$ cat src/rtl/vote_report_tx.sv
// Vote report transmitter: on a 0->1 edge of mode it snapshots the four counts,
// picks a winner, and streams a 9-byte checksummed frame over a valid/ready byte link.
module vote_report_tx #(
    parameter logic [7:0] SOF_BYTE = 8'hA5
) (
    input  logic       clock,
    input  logic       reset,
    input  logic       mode,
    input  logic [7:0] cand1_vote,
    input  logic [7:0] cand2_vote,
    input  logic [7:0] cand3_vote,
    input  logic [7:0] cand4_vote,
    output logic [7:0] tx_data,
    output logic       tx_valid,
    input  logic       tx_ready,
    output logic       report_busy,
    output logic       report_done
);

    typedef enum logic [1:0] {IDLE, COMPARE, SEND} state_t;

    state_t          state_q;
    logic            mode_d_q;
    logic            armed_q;
    logic [3:0][7:0] snap_q;
    logic [9:0]      total_q;
    logic [7:0]      best_q;
    logic [2:0]      idx_q;
    logic            tie_q;
    logic [1:0]      cmp_cnt_q;
    logic [3:0]      byte_idx_q;

    logic [7:0] cur_vote;
    logic [7:0] winner;
    logic [7:0] checksum;
    logic [3:0] sel_idx;
    logic [7:0] sel_byte;
    logic       request;

    // armed_q stays low after reset until mode is seen low, so a mode held
    // high across reset release cannot fake a rising edge.
    assign request  = mode && !mode_d_q && armed_q;
    assign cur_vote = snap_q[cmp_cnt_q];
    assign winner   = (best_q == 8'd0) ? 8'h00 :
                      tie_q            ? 8'hFF : {5'b0, idx_q};
    assign checksum = snap_q[0] ^ snap_q[1] ^ snap_q[2] ^ snap_q[3] ^
                      {6'b0, total_q[9:8]} ^ total_q[7:0] ^ winner;
    assign sel_idx  = byte_idx_q + 4'd1;

    always_comb begin
        sel_byte = 8'h00;
        case (sel_idx)
            4'd1:    sel_byte = snap_q[0];
            4'd2:    sel_byte = snap_q[1];
            4'd3:    sel_byte = snap_q[2];
            4'd4:    sel_byte = snap_q[3];
            4'd5:    sel_byte = {6'b0, total_q[9:8]};
            4'd6:    sel_byte = total_q[7:0];
            4'd7:    sel_byte = winner;
            4'd8:    sel_byte = checksum;
            default: sel_byte = 8'h00;
        endcase
    end

    always_ff @(posedge clock or negedge reset) begin
        if (!reset) begin
            state_q     <= IDLE;
            mode_d_q    <= 1'b0;
            armed_q     <= 1'b0;
            snap_q      <= '0;
            total_q     <= '0;
            best_q      <= '0;
            idx_q       <= '0;
            tie_q       <= 1'b0;
            cmp_cnt_q   <= '0;
            byte_idx_q  <= '0;
            tx_data     <= 8'h00;
            tx_valid    <= 1'b0;
            report_busy <= 1'b0;
            report_done <= 1'b0;
        end else begin
            mode_d_q    <= mode;
            report_done <= 1'b0;
            if (!mode)
                armed_q <= 1'b1;
            case (state_q)
                IDLE: begin
                    if (request) begin
                        snap_q      <= {cand4_vote, cand3_vote, cand2_vote, cand1_vote};
                        total_q     <= '0;
                        cmp_cnt_q   <= '0;
                        report_busy <= 1'b1;
                        state_q     <= COMPARE;
                    end
                end
                COMPARE: begin
                    total_q   <= total_q + {2'b0, cur_vote};
                    cmp_cnt_q <= cmp_cnt_q + 2'd1;
                    if (cmp_cnt_q == 2'd0) begin
                        best_q <= cur_vote;
                        idx_q  <= 3'd1;
                        tie_q  <= 1'b0;
                    end else if (cur_vote > best_q) begin
                        best_q <= cur_vote;
                        idx_q  <= {1'b0, cmp_cnt_q} + 3'd1;
                        tie_q  <= 1'b0;
                    end else if (cur_vote == best_q) begin
                        tie_q  <= 1'b1;
                    end
                    if (cmp_cnt_q == 2'd3)
                        state_q <= SEND;
                end
                SEND: begin
                    // First SEND cycle only loads SOF; best/tie are final by then.
                    if (!tx_valid) begin
                        tx_valid   <= 1'b1;
                        tx_data    <= SOF_BYTE;
                        byte_idx_q <= '0;
                    end else if (tx_ready) begin
                        if (byte_idx_q == 4'd8) begin
                            tx_valid    <= 1'b0;
                            tx_data     <= 8'h00;
                            report_busy <= 1'b0;
                            report_done <= 1'b1;
                            state_q     <= IDLE;
                        end else begin
                            byte_idx_q <= sel_idx;
                            tx_data    <= sel_byte;
                        end
                    end
                end
                default: state_q <= IDLE;
            endcase
        end
    end

endmodule

$ cat config.mk
export PLATFORM = sky130hd
export DESIGN_NAME = vote_report_tx
export DESIGN_NICKNAME = d
export VERILOG_FILES = /design/src/rtl/vote_report_tx.sv
export SDC_FILE = /design/constraint.sdc
export NUM_CORES = 1
export LEC_CHECK = 0
export CAP_MARGIN = 20
export CELL_PAD_IN_SITES_DETAIL_PLACEMENT = 1
export CELL_PAD_IN_SITES_GLOBAL_PLACEMENT = 2
export CORE_ASPECT_RATIO = 0.9
export CORE_MARGIN = 1.5
export CORE_UTILIZATION = 41
export DETAILED_ROUTE_END_ITERATION = 12
export PLACE_DENSITY = 0.93
export SETUP_SLACK_MARGIN = 0.5
export SLEW_MARGIN = 40
export SYNTH_ARGS = -nofsm -noshare
export SYNTH_HDL_FRONTEND = slang
export SYNTH_SLANG_ARGS = --single-unit
$ cat constraint.sdc
create_clock -name clock -period 4.55 [get_ports clock]
set_clock_uncertainty 0.05 [all_clocks]
set_input_delay 0.6825 -clock clock [delete_from_list [all_inputs] [get_ports clock]]
set_output_delay 0.6825 -clock clock [all_outputs]
set_load 0.01 [all_outputs]
==> impl_metrics.tcl <==
set metrics [dict create \
    outcome "finished clean" \
    seq_area_frac_synth_pct 39.1 \
    vias 3862 \
    synth_most_common_cell "dfrtp_1" \
    power_w 0.00515 \
    dpl.hpwl_um 9760 \
    critPathMaxFanout 13 \
    first_pass_iters 5 \
    drtIter0Drc 227 \
    grtUsageTotal_pct 23.6 \
    core_sq_um 11400 \
    avgSynthCellArea_sq_um 10.5 \
    final_nets 554 \
    synthCells 457 \
    powerDensity_nw_per_um2 907 \
    initial_core_util_pct 42.0 \
    die_w_um 117 \
    grt_first_pass_wirelength_um 22100 \
    hold_class "in2async" \
    cts_buffers 9 \
    synth_edf_count 0 \
    netlist_top_cells_area "dfrtp_1 (39%), mux2_2 (10%), xnor2_1 (6.7%)" \
    synth_top_area_share_pct 39.1 \
    postSynthRegisterBits 75 \
    required_ps 4720 \
    critPathLaunchType "flip-flop" \
    cp_common_cell "o21a_1" \
    grt_pass1_vias 4224 \
    drive_gt1_share_pct 16.5 \
    ant_nets 0 \
    drt-vias-per-instance 5.91 \
    post-route-min-period_ps 3440 \
    synth_top_area_cell "dfrtp_1" \
    ctsResizeCount 0 \
    cts_tree "done" \
    drt_wl_total_um 13500 \
    ys_warn_count 0 \
    ir_worst_vdd_uv 398 \
    fin_crit_sh_pct 75.6 \
    cp_data_arrival_time_ps 3610 \
    post_cts_buffers 0 \
    antenna_found_initial 0 \
    die_height_um 106 \
    syn_area_sq_um 4800 \
    portBuffers 46 \
    slew_violations 0 \
    crit_path_cell_trace "mux4_2, ha_1, nor2b_1, o21a_1, o21a_1, o21bai_1, a21oi_1, buf_4, mux2_2" \
    gp_congestion 0.850 \
    die_area_sq_um 12400 \
    hold_viol 0 \
    worstSkewPairLatency_ps 340 \
    p_leak_nw 2.36 \
    clockBufferDepth 2 \
    worstMarginPinSlew_ps 839 \
    cts.sinks 75 \
    cts_hold_buf 0 \
    ios 47 \
    max_freq_ghz 0.291 \
    maxCapViolCount 0 \
    crit_slowest_cell "dfrtp_1" \
    critical_path_class "reg2reg" \
    syn_nets 518 \
    routedWlPerCell_um 20.6 \
    max_stage_delay_ps 780 \
    rsz0062_at_grt "no" \
    clkTransAtPathRegs_ps 60 \
    tns_ps 0 \
    h-tree-depth 3 \
    remaining_drc_errors 0 \
    grt_max_degree 76 \
    synth_common_cells "dfrtp_1 (75), mux2_2 (43), xnor2_1 (37)" \
    overflow 0 \
    setup_viol 0 \
    rows 37 \
    cts_root_buf "clkbuf_16" \
    holdWs_ps 325 \
    ys_types 63 \
    n_antenna_cell 0 \
    synth_ff_type "dfrtp_1" \
    async_reset_ff_share_pct 100 \
    crit_path_end_kind "flip-flop" \
    syn_to_final_growth_pct 18.4 \
    max_slew_margin_pct 44.1 \
]
## cells by family (layout without fill, tap and decap cells)
logic type      count (synthesis)  in the layout  synth area share (%)
compound gates                101            101                  15.5
xor+xnor                       44             44                  8.31
fa+ha+maj                      25             25                  6.67
buf+inv                        46             87                  3.83
flops                          75             75                  39.1
mux                            53             53                  14.3
simple gates                  113            113                  12.3
## power by group
group	leakage [nW]	switching, W	total [W]	internal, W
clock	0.148	0.000284	0.000696	0.000412
sequential	0.899	0.000461	0.00144	0.000982
combinational	1.32	0.00151	0.00302	0.00150
total	2.36	0.00226	0.00515	0.00290
## state kept, by name (all words and copies together) (netlist names)
name	cells
tie_q	1
mode_d_q	1
byte_idx_q	4
idx_q	3
cmp_cnt_q	2
tx_data	8
snap_q	32
report_busy	1
report_done	1
tx_valid	1
armed_q	1
best_q	8
total_q	10
state_q	2
## area by class of cell
type / instances / area [sq um]
Clock buffer: 12 / 267
Clock inverter: 4 / 23.8
Fill cell: 1247 / 5750
Inverter: 24 / 90.1
Multi-Input combinational cell: 336 / 2760
Sequential cell: 75 / 1880
Tap cell: 156 / 195
Timing Repair Buffer: 47 / 469
## cell usage in the layout (no fill, tap or decap), types with 5 or more instances in the layout
cell type	instances
dfrtp_1	75
clkdlybuf4s50_1	45
mux2_2	43
xnor2_1	37
nand3_1	24
inv_1	23
ha_1	23
nand2_1	22
o21ai_0	21
nor2_1	18
and3_1	12
a21oi_1	9
clkbuf_16	9
mux4_2	8
o21a_1	8
nand4_1	6
o31ai_1	6
xor2_1	6
a22oi_1	6
a221oi_1	6
nor2b_1	5
nor3_1	5
a31oi_1	5
a2111oi_0	5
## through the flow
step	utilization, %	instance area, sq um	std cells	worst slack (ps)
final	49.7	5680	654	1110
after detailed placement	47.1	5380	638	1120
after CTS	49.6	5670	654	1100
after global routing	49.7	5680	654	913
after global placement	47.0	5370	638	1230
after floorplan	-	4800	457	1700
## final timing paths
check | cells after the start | slack, ps | start | to
worst max-delay path | 9 | 1110 | cmp_cnt_q[0] | idx_q[2]
worst min register to register | 1 | 420 | armed_q | armed_q
min in group clock | 1 | 420 | armed_q | armed_q
max in group asynchronous | 1 | 3650 | reset | cmp_cnt_q[0]
worst max register to register | 9 | 1110 | cmp_cnt_q[0] | idx_q[2]
worst min-delay path | 1 | 330 | reset | tx_data[4]
## worst max-delay path: cells and delay by family (launching register included)
| family | cells | cell delay (ps) |
|---|---|---|
| AOI/OAI and AO/OA | 4 | 770 |
| adders and majority gates | 1 | 330 |
| buffers and inverters | 1 | 280 |
| DFF | 1 | 780 |
| muxes | 2 | 990 |
| and+or+nand+nor | 1 | 130 |
## routing by layer
layer / part of all wire, % / track usage, % / routed length (um) / vias to the layer above
li1: - / - / - / 1754
met2: 49 / 39.3 / 6620 / 125
met4: 1.7 / 6.71 / 226 / 0
met5: 0 / 0 / 0 / -
met1: 43 / 30.4 / 5850 / 1962
met3: 6.0 / 5.46 / 807 / 21
No activity file was read; power rests on OpenSTA's default activity.
